===== config.mk =====
export PLATFORM = sky130hd
export DESIGN_NAME = blood_result_sequencer
export DESIGN_NICKNAME = d
export VERILOG_FILES = /design/src/rtl/blood_pkg.sv /design/src/rtl/count_to_pct_bcd.sv /design/src/rtl/blood_result_sequencer.sv
export SDC_FILE = /design/constraint.sdc
export NUM_CORES = 1
export LEC_CHECK = 0
export CORE_MARGIN = 3
export CORE_UTILIZATION = 50
export CTS_CLUSTER_SIZE = 25
export DETAILED_ROUTE_END_ITERATION = 10
export PLACE_DENSITY = 0.73
export RECOVER_POWER = 50
export SETUP_SLACK_MARGIN = 0.15
export SLEW_MARGIN = 10
export SYNTH_ARGS = -nofsm -noshare
export SYNTH_HDL_FRONTEND = slang
export SYNTH_SLANG_ARGS = --single-unit

===== constraint.sdc =====
create_clock -name clk -period 15.6 [get_ports clk]
set_input_delay 3.12 -clock clk [delete_from_list [all_inputs] [get_ports clk]]
set_output_delay 3.12 -clock clk [all_outputs]
set_load 0.005 [all_outputs]

===== src/rtl/blood_pkg.sv =====
// Shared blood-type encodings, expected probability total and sequencer state set.
package blood_pkg;
   localparam logic [1:0] BT_O  = 2'b00;
   localparam logic [1:0] BT_B  = 2'b01;
   localparam logic [1:0] BT_A  = 2'b10;
   localparam logic [1:0] BT_AB = 2'b11;

   // Calculator counts are sixteenths, so a well-formed distribution sums to 16.
   localparam int EXP_TOTAL = 16;

   typedef enum logic [2:0] {
      S_IDLE,
      S_SWEEP,
      S_CHECK,
      S_OUT,
      S_DONE
   } state_t;
endpackage


===== src/rtl/count_to_pct_bcd.sv =====
// Converts a count in sixteenths to floor(count*25/4) percent as three BCD digits.
module count_to_pct_bcd (
   input  logic [4:0] count,
   output logic [3:0] pct_h,
   output logic [3:0] pct_t,
   output logic [3:0] pct_o
);
   logic [9:0] prod;
   logic [7:0] pct;
   logic [7:0] rem;
   logic [7:0] tq;
   logic [7:0] oq;
   logic       unused_bits;

   // Out-of-range counts (17..31) reach at most 193 %, so hundreds is only 0 or 1.
   always_comb begin
      prod  = {5'd0, count} * 10'd25;
      pct   = prod[9:2];
      pct_h = (pct >= 8'd100) ? 4'd1 : 4'd0;
      rem   = (pct >= 8'd100) ? pct - 8'd100 : pct;
      tq    = rem / 8'd10;
      oq    = rem % 8'd10;
      pct_t = tq[3:0];
      pct_o = oq[3:0];
   end

   assign unused_bits = ^{prod[1:0], tq[7:4], oq[7:4]};
endmodule


===== src/rtl/blood_result_sequencer.sv =====
// Sweeps the external probability calculator over the four child types, checks the
// total, then streams (type, count, percent) results over a valid/ready handshake.
module blood_result_sequencer
   import blood_pkg::*;
#(
   parameter bit SKIP_ZERO = 1'b0,
   parameter int TOTAL     = EXP_TOTAL
) (
   input  logic       clk,
   input  logic       rst,
   input  logic       start,
   input  logic [1:0] father_in,
   input  logic [1:0] mother_in,
   output logic [1:0] key_out,
   input  logic [4:0] symbol_in,
   output logic       res_valid,
   input  logic       res_ready,
   output logic [1:0] res_key,
   output logic [4:0] res_count,
   output logic [3:0] res_pct_h,
   output logic [3:0] res_pct_t,
   output logic [3:0] res_pct_o,
   output logic       busy,
   output logic       done,
   output logic       sum_err
);
   state_t          state, state_n;
   logic [1:0]      idx;
   logic [1:0]      oidx, oidx_n;
   logic [1:0]      father_q, mother_q;
   logic [3:0][4:0] cnt;
   logic [3:0]      elig;
   logic [6:0]      sum;
   logic [2:0]      base;
   logic            found;
   logic            unused_parents;

   // Parents are held for the duration of a request; the calculator consumes them directly.
   assign unused_parents = ^{father_q, mother_q};

   always_comb begin
      sum = 7'd0;
      for (int i = 0; i < 4; i++) begin
         sum     = sum + {2'b00, cnt[i]};
         elig[i] = !SKIP_ZERO || (cnt[i] != 5'd0);
      end
   end

   // Lowest eligible key at or after base: key 0 when leaving CHECK, else the one after oidx.
   always_comb begin
      base   = (state == S_OUT) ? ({1'b0, oidx} + 3'd1) : 3'd0;
      found  = 1'b0;
      oidx_n = 2'd0;
      for (int i = 3; i >= 0; i--) begin
         if (elig[i] && (3'(i) >= base)) begin
            found  = 1'b1;
            oidx_n = 2'(i);
         end
      end
   end

   always_comb begin
      state_n   = state;
      busy      = (state != S_IDLE);
      done      = 1'b0;
      res_valid = 1'b0;
      key_out   = BT_O;
      case (state)
         S_IDLE:  if (start) state_n = S_SWEEP;
         S_SWEEP: begin
            key_out = idx;
            if (idx == BT_AB) state_n = S_CHECK;
         end
         S_CHECK: state_n = found ? S_OUT : S_DONE;
         S_OUT: begin
            res_valid = 1'b1;
            if (res_ready && !found) state_n = S_DONE;
         end
         S_DONE: begin
            done    = 1'b1;
            state_n = S_IDLE;
         end
         default: state_n = S_IDLE;
      endcase
   end

   always_ff @(posedge clk) begin
      if (rst) begin
         state    <= S_IDLE;
         idx      <= 2'd0;
         oidx     <= 2'd0;
         cnt      <= '0;
         father_q <= 2'd0;
         mother_q <= 2'd0;
         sum_err  <= 1'b0;
      end else begin
         state <= state_n;
         case (state)
            S_IDLE: if (start) begin
               father_q <= father_in;
               mother_q <= mother_in;
               sum_err  <= 1'b0;
               idx      <= 2'd0;
            end
            S_SWEEP: begin
               cnt[idx] <= symbol_in;
               idx      <= idx + 2'd1;
            end
            S_CHECK: begin
               sum_err <= (sum != 7'(TOTAL));
               oidx    <= oidx_n;
            end
            S_OUT: if (res_ready && found) oidx <= oidx_n;
            default: ;
         endcase
      end
   end

   // Result data is a pure function of oidx and the captured counts, so it holds under stall.
   assign res_key   = oidx;
   assign res_count = cnt[oidx];

   count_to_pct_bcd u_pct (
      .count (cnt[oidx]),
      .pct_h (res_pct_h),
      .pct_t (res_pct_t),
      .pct_o (res_pct_o)
   );
endmodule


# Word level (Yosys, flattened, before mapping)
# Cells that the tools add are included.
classes:
  n_addsub: 6
  mul: 1
  div: 2
  n_lt_le_gt_ge: 8
  eq_ne: 10
  shifts: 0
  muxes: 30
  bitwise: 0
  n_reduce_logical: 13
ops:
  columns: ["cell", "n"]
  rows:
  - ["bitwise mux 20 bit", 1]
  - ["two-way mux 3 bit", 5]
  - ["two-way mux 2 bit", 7]
  - ["one-hot mux 3 bit (4 select lines)", 1]
  - ["binary-select mux 5 bit (select 2 bit)", 1]
  - ["demux 5 bit (select 2 bit)", 1]
  - ["multiplier 5 x 5 -> 10 bit, second input constant", 1]
  - ["two-way mux 5 bit", 2]
  - ["divider 8 x 4 -> 8 bit, second input constant", 1]
  - ["greater-or-equal comparator 8 x 7 -> 1 bit, second input constant", 1]
  - ["remainder unit 8 x 4 -> 8 bit, second input constant", 1]
  - ["two-way mux 1 bit", 8]
  - ["two-way mux 8 bit", 1]
  - ["one-hot mux 2 bit (2 select lines)", 2]
  - ["subtractor 8 x 7 -> 8 bit, second input constant", 1]
  - ["adder 6 x 5 -> 7 bit", 1]
  - ["adder 7 x 5 -> 7 bit", 1]
  - ["inequality test 7 x 5 -> 1 bit, second input constant", 1]
  - ["adder 5 x 5 -> 6 bit", 1]
  - ["== test 3 x 2 -> 1 bit, second input constant", 2]
  - ["greater-or-equal comparator 1 x 3 -> 1 bit, first input constant", 2]
  - ["greater-or-equal comparator 2 x 3 -> 1 bit, first input constant", 2]
  - ["< comparator 2 x 3 -> 1 bit, second input constant", 2]
  - ["AND reduction 2 bit", 3]
  - ["15 further kinds", 21]
word_totals:
  regBits: 28
  latch_bits: 0
  mem_bits_rw: 0
  mem_bits_ro: 0
  inputBits: 13
  out_inout_bits: 25
  word_cells: 78
  mem_count: 0

# Logic depth before layout (Yosys ltp)
# Gate-level depths: netlist of the first run.
depth:
  word_depth: 11
  mapped_depth: 20
  mapped_depth_nobuf: 18

# By module
# Synthesis of the first run repeated with hierarchy kept, for this count alone.
unflattened:
  cells_unflattened: 314
  hier_area_um2: 2874.0
by_module_without_submodules:
  columns: ["mod", "n_inst", "cells_per_inst", "area_per_inst_um2", "seq_area_each_um2"]
  rows:
  - ["blood_result_sequencer", 1, 162, 1746.7, 560.5]
  - ["count_to_pct_bcd", 1, 152, 1127.3, 0.0]

# Least setup slack after synthesis of the first run
# No wires, ideal clock.
synth_timing:
  path_kind: "reg-to-output"
  startpoint: "reg oidx[0], in the netlist res_key[0]"
  endpoint: "out res_pct_o[2]"
  t_arrival_ps: 4795
  required_time_ps: 12480
  setup_slack_ps: 7685
  stages_incl_launch_ff: 18
  path_buffers: 1
  cell_sequence: "dfxtp_1 -> buf_6 -> mux4_1 -> ha_1 -> ha_1 -> ha_1 -> inv_1 -> fa_1 -> ha_1 -> or3b_1 -> o2bb2a_4 -> a211oi_4 -> o21a_2 -> nor3_2 -> or3b_1 -> a31oi_1 -> o221ai_1 -> a211o_1"
synth_via:
  elab_chain_len: 6
  elab_cells_between_ends: 7
  classes_between: "add/sub: 1; mul: 1; div: 1; order compare: 1; mux: 3"
synth_lines:
  columns: ["item", "line", "text"]
  rows:
  - ["start, declared", "blood_result_sequencer.sv:29", "logic [1:0] oidx, oidx_n;"]
  - ["start signal, assigned", "blood_result_sequencer.sv:111", "oidx <= oidx_n;"]
  - ["start signal, assigned", "blood_result_sequencer.sv:113", "S_OUT: if (res_ready && found) oidx <= oidx_n;"]
  - ["binary-select mux 5 bit (select 2 bit) *", null, null]
  - ["two-way mux 5 bit *", null, null]
  - ["via res_count[0]", "blood_result_sequencer.sv:19", "output logic [4:0] res_count,"]
  - ["multiplier 5 x 5 -> 10 bit *", "count_to_pct_bcd.sv:17", "prod = {5'd0, count} * 10'd25;"]
  - ["subtractor 8 x 7 -> 8 bit / greater-or-equal comparator 8 x 7 -> 1 bit (equally long branches)", "count_to_pct_bcd.sv:20", "rem = (pct >= 8'd100) ? pct - 8'd100 : pct;"]
  - ["two-way mux 8 bit *", "count_to_pct_bcd.sv:20", null]
  - ["remainder unit 8 x 4 -> 8 bit *", "count_to_pct_bcd.sv:22", "oq = rem % 8'd10;"]
  - ["end, declared", "blood_result_sequencer.sv:22", "output logic [3:0] res_pct_o,"]
# Mark *: on every way through the listed nets, which the timed path passes. The rest lies on a longest branch. The select of a mux whose other input is x is not followed.

# Worst setup path in the final report of the first run
layout_timing:
  startpoint: "reg oidx[0], in the netlist res_key[0]"
  endpoint: "out res_pct_o[3]"
layout_via:
  elab_chain_len: 6
  elab_cells_between_ends: 7
  classes_between: "add/sub: 1; mul: 1; div: 1; order compare: 1; mux: 3"
layout_lines:
  columns: ["item", "line", "text"]
  rows:
  - ["binary-select mux 5 bit (select 2 bit) *", "blood_result_sequencer.sv:124", ".count (cnt[oidx]),"]
  - ["two-way mux 5 bit (implied by the code) *", "blood_result_sequencer.sv:124", null]
  - ["multiplier 5 x 5 -> 10 bit *", "count_to_pct_bcd.sv:17", null]
  - ["subtractor 8 x 7 -> 8 bit / greater-or-equal comparator 8 x 7 -> 1 bit (equally long branches)", "count_to_pct_bcd.sv:20", null]
  - ["two-way mux 8 bit *", "count_to_pct_bcd.sv:20", null]
  - ["remainder unit 8 x 4 -> 8 bit *", "count_to_pct_bcd.sv:22", null]
# Every way passes the cells marked *; elsewhere a longest branch is shown, timed or not. The select of a mux whose other input is x is not followed.

==> metrics.csv, run 1 <==
metric;value;unit
outcome;complete, no violations;
ys async rst share;0;%
Row Count;27;
Routed WL;5.74;mm
Nets;379;
cell area after synthesis;0.00288;sq mm
Cell Pwr Density;74.9;mW/mm^2
clk sinks;28;
CP cell instances;mux4_1 -> ha_1 -> ha_1 -> ha_1 -> inv_1 -> fa_1 -> ha_1 -> or3b_1 -> o2bb2a_4 -> a211oi_4 -> nor3_1 -> nor3_1 -> a211o_2 -> nand2_1 -> nor4_1 -> o21ai_0 -> o311ai_1 -> clkdlybuf4s50_1;
dominant synthesized flop cell;dfxtp_1;
Setup Total Neg Slack;0;ns
Worst Setup Path Type;reg -> out;
# Post-CTS Setup Buffers;0;
Detailed Place HPWL;4.39;mm
initial antenna violation count;0;
critical path arrival;6.20;ns
M3 GR Usage;1.64;%
Final Cycle Share;59.8;%
IO Count;38;
Crit path top cell by count;ha_1;
global route overflow;0;
max incr delay on CP;0.72;ns
crit path max fanout;11;
EDFF count, synth;0;
clk_lat worst skew;0.28;ns
Worst-path clk slew;0.09;ns
Syn Inst Count;305;
initial drt markers;100;
GRT met1 Usage;23.4;%
met2 usage;31.9;%
CP top delay family;adder cells;
DRC;0;
total track usage;18.1;%
maximum clock rate;107;MHz
Inst Count DP;392;
core region area;0.00554;sq mm
RSZ-0062 raised after global routing;no;
Max Slew Vio Count;0;
Worst setup SP type;flip-flop;
synth-to-layout area growth;12.7;%
fin cells;396;
critical path capture point type;output pin;
Synth Warn #;0;
DR vias;2277;
Max-Cap Viols;0;
Avg Inst Size Synth;9.46;sq um
Slowest cell on crit path;mux4_1;
path type of the worst min-delay path;reg -> reg;
post-route clock skew;0.00213;ns
Post-DRT Antenna Nets;0;
drt pass-1 iters;4;
Die Area;0.00671;sq mm
Slew @ Worst Pin;1.01;ns
maximum vdd ir drop;0.0493;mV
sequential share of the synthesized area;19.4;%
Pleak;1.37;nW
Gates resized, CTS repair;0;
normalized max-slew margin;32.6;%
final setup vio count;0;
ranking of synthesized cells by area;dfxtp_1, ha_1, mux2i_1, fa_1, nor2_1;
WP buf/inv;2;
Fin. Hold Viols;0;
Synth top area share;19.4;%
most used routing layer;met2;
post-synthesis register bit count;28;
Final min period;9.32;ns
share of layout cells above drive strength 1;11.4;%
vias in the first global route;2092;
CTS Buf Count;3;
Vias/cell;5.75;
cell taking the most area after synthesis;dfxtp_1;
per-cell routed wire length;14.5;um
IO buf count;30;
CTS tree;done;
Initial Util;52.1;%
Die Wd;81.9;um
Clock Path Buffers;2;
distinct cell type count after synthesis;76;
Inserted Diodes;0;
clock root cell;clkbuf_8;
WP data required;12.48;ns
die height;81.9;um
CTS H-tree lvls;1;
largest net degree at the start of global routing;28;
cts hold-fix bufs;0;
routability cong.;0.804;
first-pass GRT wire length;9.58;mm
==> through the flow <==
stage / total power, mW / setup WS [ns] / instance area [sq um] / hold WS [ns] / utilization, %
2_1_floorplan: 0.155 / 7.69 / 2890 / 0.477 / -
3_3_place_gp: 0.185 / 6.66 / 3180 / 0.476 / 57.4
3_5_place_dp: 0.187 / 6.57 / 3180 / 0.512 / 57.4
4_1_cts: 0.245 / 6.25 / 3250 / 0.543 / 58.7
5_1_grt: 0.261 / 5.89 / 3250 / 0.587 / 58.7
6_report: 0.243 / 6.28 / 3250 / 0.527 / 58.7
==> power breakdown <==
group	internal [mW]	leakage (nW)	switching, mW
clock	0.0344	0.0357	0.0232
sequential	0.0733	0.227	0.00231
combinational	0.0537	1.11	0.0564
==> metal layers <==
layer | vias to the layer above | routed length [um] | share of wire (%)
li1 | 1140 | - | -
met1 | 1101 | 2710 | 47
met2 | 31 | 2840 | 50
met3 | 5 | 125 | 2.2
met4 | 0 | 58 | 1.0
met5 | - | 0 | 0
==> worst reg2reg max path: cells and delay by family (launching register included) <==
kind	cells	cell delay [ns]
flops	1	0.35
compound gates	1	0.22
simple gates	3	0.39
fa+ha+maj	4	1.69
==> synthesized netlist by cell type (6+ instances only) <==
library cell,number
nand3_1,6
a21oi_1,10
ha_1,30
nor3_1,12
mux2i_1,23
and2_1,9
dfxtp_1,28
clkbuf_1,8
inv_1,10
nand2_1,15
o21ai_0,6
nor2_1,39
fa_1,11
==> cells in the final DEF (no fill, tap or decap), types with 9 or more instances in the layout <==
| master | n |
|---|---|
| nand2_1 | 15 |
| nor2_1 | 39 |
| fa_1 | 11 |
| inv_1 | 10 |
| nor3_1 | 12 |
| and2_1 | 9 |
| mux2i_1 | 23 |
| clkdlybuf4s50_1 | 28 |
| ha_1 | 30 |
| dfxtp_1 | 28 |
| a21oi_1 | 10 |
==> path summary, 6_finish.rpt <==
check / start / end / slack [ns] / depth (start not counted)
setup / recovery: res_key[0]$_SDFFE_PP0P_ / res_pct_o[3] / 6.28 / 18
hold / removal: sum_err$_SDFFE_PP0P_ / sum_err$_SDFFE_PP0P_ / 0.53 / 2
setup reg to reg: cnt[1]$_SDFFE_PP0P_ / sum_err$_SDFFE_PP0P_ / 12.81 / 8
hold reg to reg: sum_err$_SDFFE_PP0P_ / sum_err$_SDFFE_PP0P_ / 0.53 / 2
==> logic make-up (layout without fill, tap and decap cells) <==
kind of cell	Yosys count	in the layout	synth area share [%]
xor+xnor	9	9	3.77
buf+inv	27	44	4.86
compound gates	56	56	16.9
fa+ha+maj	43	43	21.4
simple gates	112	112	21.0
flops	28	28	19.4
other cells	1	3	0.130
mux	29	29	12.5
==> registers in the layout, summed over array words and instances (netlist names) <==
signal / cells
res_key: 2
state: 3
cnt: 20
sum_err: 1
idx: 2
==> area by class of cell <==
cell class                 count  area (sq um)
tap                           72          90.1
inverter                      10          37.5
timing repair buffer          30           300
sequential                    28           561
clock inverter                 1          30.0
multi-input combinational    252          2190
fill                         480          2290
clock buffer                   3          41.3
(Power assumes the default switching activity.)
==> run 2: changes to the inputs <==
clock period = 8.7 ns   (was 15.6 ns; I/O delays follow)
==> metrics.csv, run 2 (synthesized netlist as in run 1, its figures left out) <==
metric;value;unit
Routed WL;5.81;mm
critical path capture point type;output pin;
CP top delay family;adder cells;
Setup Total Neg Slack;0;ns
r2r setup slk;5.90;ns
Worst-path clk slew;0.09;ns
clk sinks;28;
largest net degree at the start of global routing;28;
DR vias;2292;
post-route clock skew;0.00439;ns
DRC;0;
Row Count;27;
critical path arrival;6.23;ns
first-pass GRT wire length;9.91;mm
Worst Setup Path Type;reg -> out;
Nets;379;
Die Area;0.00671;sq mm
IO Count;38;
Hold Path Sink;sum_err$_SDFFE_PP0P_;
CTS Buf Count;3;
Top reg by flops;cnt;
most frequent cells in the layout;nor2_1, ha_1, dfxtp_1, clkdlybuf4s50_1, mux2i_1;
max reg flops;20;
per-cell routed wire length;14.7;um
normalized max-slew margin;33.8;%
Max Slew Vio Count;0;
CP cell instances;mux4_1 -> ha_1 -> ha_1 -> ha_1 -> inv_1 -> fa_1 -> ha_1 -> or3b_1 -> o2bb2a_4 -> a211oi_4 -> o21ai_1 -> a211oi_2 -> a211o_2 -> nand2_1 -> nor4_1 -> o21ai_0 -> o311ai_1 -> clkdlybuf4s50_1;
final setup vio count;0;
fin cells;396;
Gates resized, CTS repair;0;
routability cong.;0.803;
# Post-CTS Setup Buffers;0;
Final Cycle Share;91.6;%
vias in the first global route;2193;
Pleak;1.36;nW
reg-to-reg endpoint;sum_err$_SDFFE_PP0P_;
total track usage;18.6;%
Cell Pwr Density;129;mW/mm^2
clk_lat worst skew;0.28;ns
drt pass-1 iters;4;
Vias/cell;5.79;
synth-to-layout area growth;12.1;%
Crit path top cell by count;ha_1;
Die Wd;81.9;um
CTS H-tree lvls;1;
clock root cell;clkbuf_8;
Inserted Diodes;0;
hold path startpoint;sum_err$_SDFFE_PP0P_;
Fin. Hold Viols;0;
share of layout cells above drive strength 1;11.4;%
Clock Path Buffers;2;
Worst setup SP type;flip-flop;
initial drt markers;58;
Initial Util;52.1;%
crit path max fanout;11;
path type of the worst min-delay path;reg -> reg;
WP buf/inv;2;
Inst Count DP;392;
maximum vdd ir drop;0.0832;mV
IO buf count;30;
WHS Path Cells;2;
WP data required;6.96;ns
die height;81.9;um
outcome;complete, no violations;
Max-Cap Viols;0;
Largest regs;cnt x20, state x3;
FF-to-FF Start;cnt[2]$_SDFFE_PP0P_;
Detailed Place HPWL;4.46;mm
Slew @ Worst Pin;0.989;ns
maximum clock rate;126;MHz
cts hold-fix bufs;0;
Final min period;7.97;ns
Register-to-Register Path Depth;10;
max incr delay on CP;0.71;ns
initial antenna violation count;0;
core region area;0.00554;sq mm
Post-DRT Antenna Nets;0;
global route overflow;0;
Slowest cell on crit path;mux4_1;
RSZ-0062 raised after global routing;no;
commonest non-fill, non-tap cell in the layout;nor2_1;
CTS tree;done;
run 2: power by group:
group          total, mW  switching (mW)  internal, mW
clock network     0.0831          0.0425        0.0406
logic              0.198           0.102        0.0966
registers          0.136         0.00421         0.131
run 2: worst min-delay path: cells and delay by family, from the launching register on:
family           cells  cell delay, ns
flip-flops           1            0.34
AND/OR/NAND/NOR      1            0.08
AO/OA/AOI/OAI        1            0.06
run 2: area by class of cell:
class	instances	area [sq um]
fill	507	2310
timing repair buffer	30	300
clock buffer	4	55.1
inverter	10	37.5
sequential	28	561
tap	72	90.1
multi-input combinational	252	2190
run 2: layer usage:
layer / wire length, um / GRT usage, % / vias up / part of all wire [%]
met5: 0 / 0 / - / 0
met4: 45 / 4.15 / 0 / 0.77
met3: 158 / 1.64 / 5 / 2.7
met2: 2870 / 33.2 / 39 / 49
met1: 2740 / 24.1 / 1111 / 47
li1: - / - / 1137 / -
run 2: how the worst max path moves through the flow:
| stage | start | endpoint | slack [ns] | cells past startpoint |
|---|---|---|---|---|
| detailed placement | res_key[0]$_SDFFE_PP0P_ | res_pct_o[3] | 1.04 | 18 |
| finish | res_key[0]$_SDFFE_PP0P_ | res_pct_o[3] | 0.73 | 18 |
| global route | res_key[0]$_SDFFE_PP0P_ | res_pct_o[3] | 0.41 | 18 |
| global placement | res_key[0]$_SDFFE_PP0P_ | res_pct_o[3] | 1.17 | 18 |
| CTS | res_key[0]$_SDFFE_PP0P_ | res_pct_o[1] | 0.71 | 18 |
| floorplan | res_key[0]$_SDFFE_PP0P_ | res_pct_o[2] | 2.17 | 17 |
run 2: stage by stage:
| stage | setup WS (ns) | util (%) | instance area (sq um) | hold slack, ns | power, mW |
|---|---|---|---|---|---|
| 6_report | 0.733 | 58.4 | 3230 | 0.515 | 0.417 |
| 5_1_grt | 0.409 | 58.4 | 3230 | 0.555 | 0.446 |
| 4_1_cts | 0.705 | 58.4 | 3230 | 0.518 | 0.419 |
| 3_5_place_dp | 1.04 | 57.4 | 3180 | 0.483 | 0.336 |
| 3_3_place_gp | 1.17 | 57.4 | 3180 | 0.480 | 0.332 |
| 2_1_floorplan | 2.17 | - | 2890 | 0.477 | 0.279 |
==> run 3: changes to the inputs <==
SKIP_LAST_GASP = 1   (was default)
clock period = 8.9 ns   (was 8.7 ns; I/O delays follow)
==> metrics.csv, run 3 (synthesized netlist as in run 1, its figures left out) <==
metric;value;unit
# Post-CTS Setup Buffers;0;
Die Wd;81.9;um
max reg flops;20;
WP buf/inv;2;
clk_lat worst skew;0.27;ns
CP cell instances;mux4_1 -> ha_1 -> ha_1 -> ha_1 -> inv_1 -> fa_1 -> ha_1 -> or3b_1 -> o2bb2a_4 -> a211oi_4 -> o21ai_1 -> a211oi_2 -> a211o_2 -> nand2_1 -> nor4_1 -> o21ai_0 -> o311ai_1 -> clkdlybuf4s50_1;
CTS tree;done;
Row Count;27;
CTS Buf Count;3;
Clock Path Buffers;2;
maximum clock rate;124;MHz
final setup vio count;0;
normalized max-slew margin;32.6;%
CTS H-tree lvls;1;
DR vias;2264;
max incr delay on CP;0.71;ns
Fin. Hold Viols;0;
dpl cell area;0.00318;sq mm
largest net degree at the start of global routing;28;
WP data required;7.12;ns
Setup Total Neg Slack;0;ns
total track usage;18.3;%
Post-DRT Antenna Nets;0;
core region area;0.00554;sq mm
Routed WL;5.93;mm
Die Area;0.00671;sq mm
Crit path top cell by count;ha_1;
commonest non-fill, non-tap cell in the layout;nor2_1;
die height;81.9;um
global route overflow;0;
Top reg by flops;cnt;
Worst Setup Path Type;reg -> out;
internal cell power;0.253;mW
drt pass-1 iters;4;
Inserted Diodes;0;
outcome;complete, no violations;
critical path capture point type;output pin;
Reg power frac;33.5;%
post-route clock skew;0.00473;ns
vias in the first global route;2178;
initial antenna violation count;0;
Max Slew Vio Count;0;
crit path max fanout;11;
first-pass GRT wire length;9.85;mm
multi-input logic area;0.00219;sq mm
initial drt markers;80;
part of the power in the clock network;17.0;%
Final Power;0.395;mW
fin cells;395;
Largest regs;cnt x20, state x3;
cts hold-fix bufs;0;
Final min period;8.08;ns
Register Area;561;sq um
Gates resized, CTS repair;0;
Vias/cell;5.73;
Nets;379;
fillers;518;
clock root cell;clkbuf_8;
IO Count;38;
Cell Pwr Density;123;mW/mm^2
Max-Cap Viols;0;
most frequent cells in the layout;nor2_1, ha_1, dfxtp_1, clkdlybuf4s50_1, mux2i_1;
Slowest cell on crit path;mux4_1;
share of layout cells above drive strength 1;11.1;%
maximum vdd ir drop;0.0935;mV
Initial Util;52.1;%
routability cong.;0.803;
Final Instance Area;0.00322;sq mm
Comb pwr share;49.4;%
Pleak;1.36;nW
RSZ-0062 raised after global routing;no;
critical path arrival;6.30;ns
CP top delay family;adder cells;
per-cell routed wire length;15.0;um
post-place setup slack;1.14;ns
NetSw;0.142;mW
PnR worst setup slack;0.820;ns
Final Cycle Share;90.8;%
IO buf count;30;
clk sinks;28;
Detailed Place HPWL;4.53;mm
Worst setup SP type;flip-flop;
DRC;0;
switching share of power;35.9;%
path type of the worst min-delay path;reg -> reg;
Inst Count DP;392;
synth-to-layout area growth;11.7;%
Slew @ Worst Pin;1.01;ns
Worst-path clk slew;0.09;ns
-- run 3: area by class of cell --
| type | count | share of cell area (%) |
|---|---|---|
| Tap cell | 72 | 2.80 |
| Timing Repair Buffer | 30 | 9.32 |
| Sequential cell | 28 | 17.4 |
| Inverter | 10 | 1.17 |
| Multi-Input combinational cell | 252 | 68.0 |
| Clock buffer | 3 | 1.28 |
-- run 3: power by group through the flow --
stage	clock (mW)	sequential, mW	combinational, mW
3_5_place_dp	0	0.136	0.193
3_3_place_gp	0	0.135	0.190
5_1_grt	0.0749	0.133	0.215
6_report	0.0673	0.133	0.195
2_1_floorplan	0	0.134	0.138
4_1_cts	0.0707	0.133	0.195
-- run 3: worst paths after layout --
check	startpoint	endpoint	slack, ns	depth (start not counted)
max reg2reg	cnt[2]$_SDFFE_PP0P_	sum_err$_SDFFE_PP0P_	6.02	10
min reg2reg	sum_err$_SDFFE_PP0P_	sum_err$_SDFFE_PP0P_	0.53	2
max	res_key[0]$_SDFFE_PP0P_	res_pct_o[3]	0.82	18
min	sum_err$_SDFFE_PP0P_	sum_err$_SDFFE_PP0P_	0.53	2
-- run 3: routing by layer --
layer / wire length (um) / track usage [%] / vias up
met1: 2770 / 23.8 / 1097
met2: 3010 / 33.2 / 28
met4: 25 / 2.99 / 0
li1: - / - / 1135
met3: 123 / 1.54 / 4
met5: 0 / 0 / -
-- run 3: tightest hold or removal path, delay by kind of cell, from the launching register on --
family          cells  cell delay, ns
flops               1            0.34
simple gates        1            0.10
compound gates      1            0.06
-- run 3: through the flow --
stage	hold WS, ns	util, %
global placement	0.482	57.4
detailed placement	0.510	57.4
finish	0.535	58.1
floorplan	0.477	-
CTS	0.542	58.1
global route	0.576	58.1
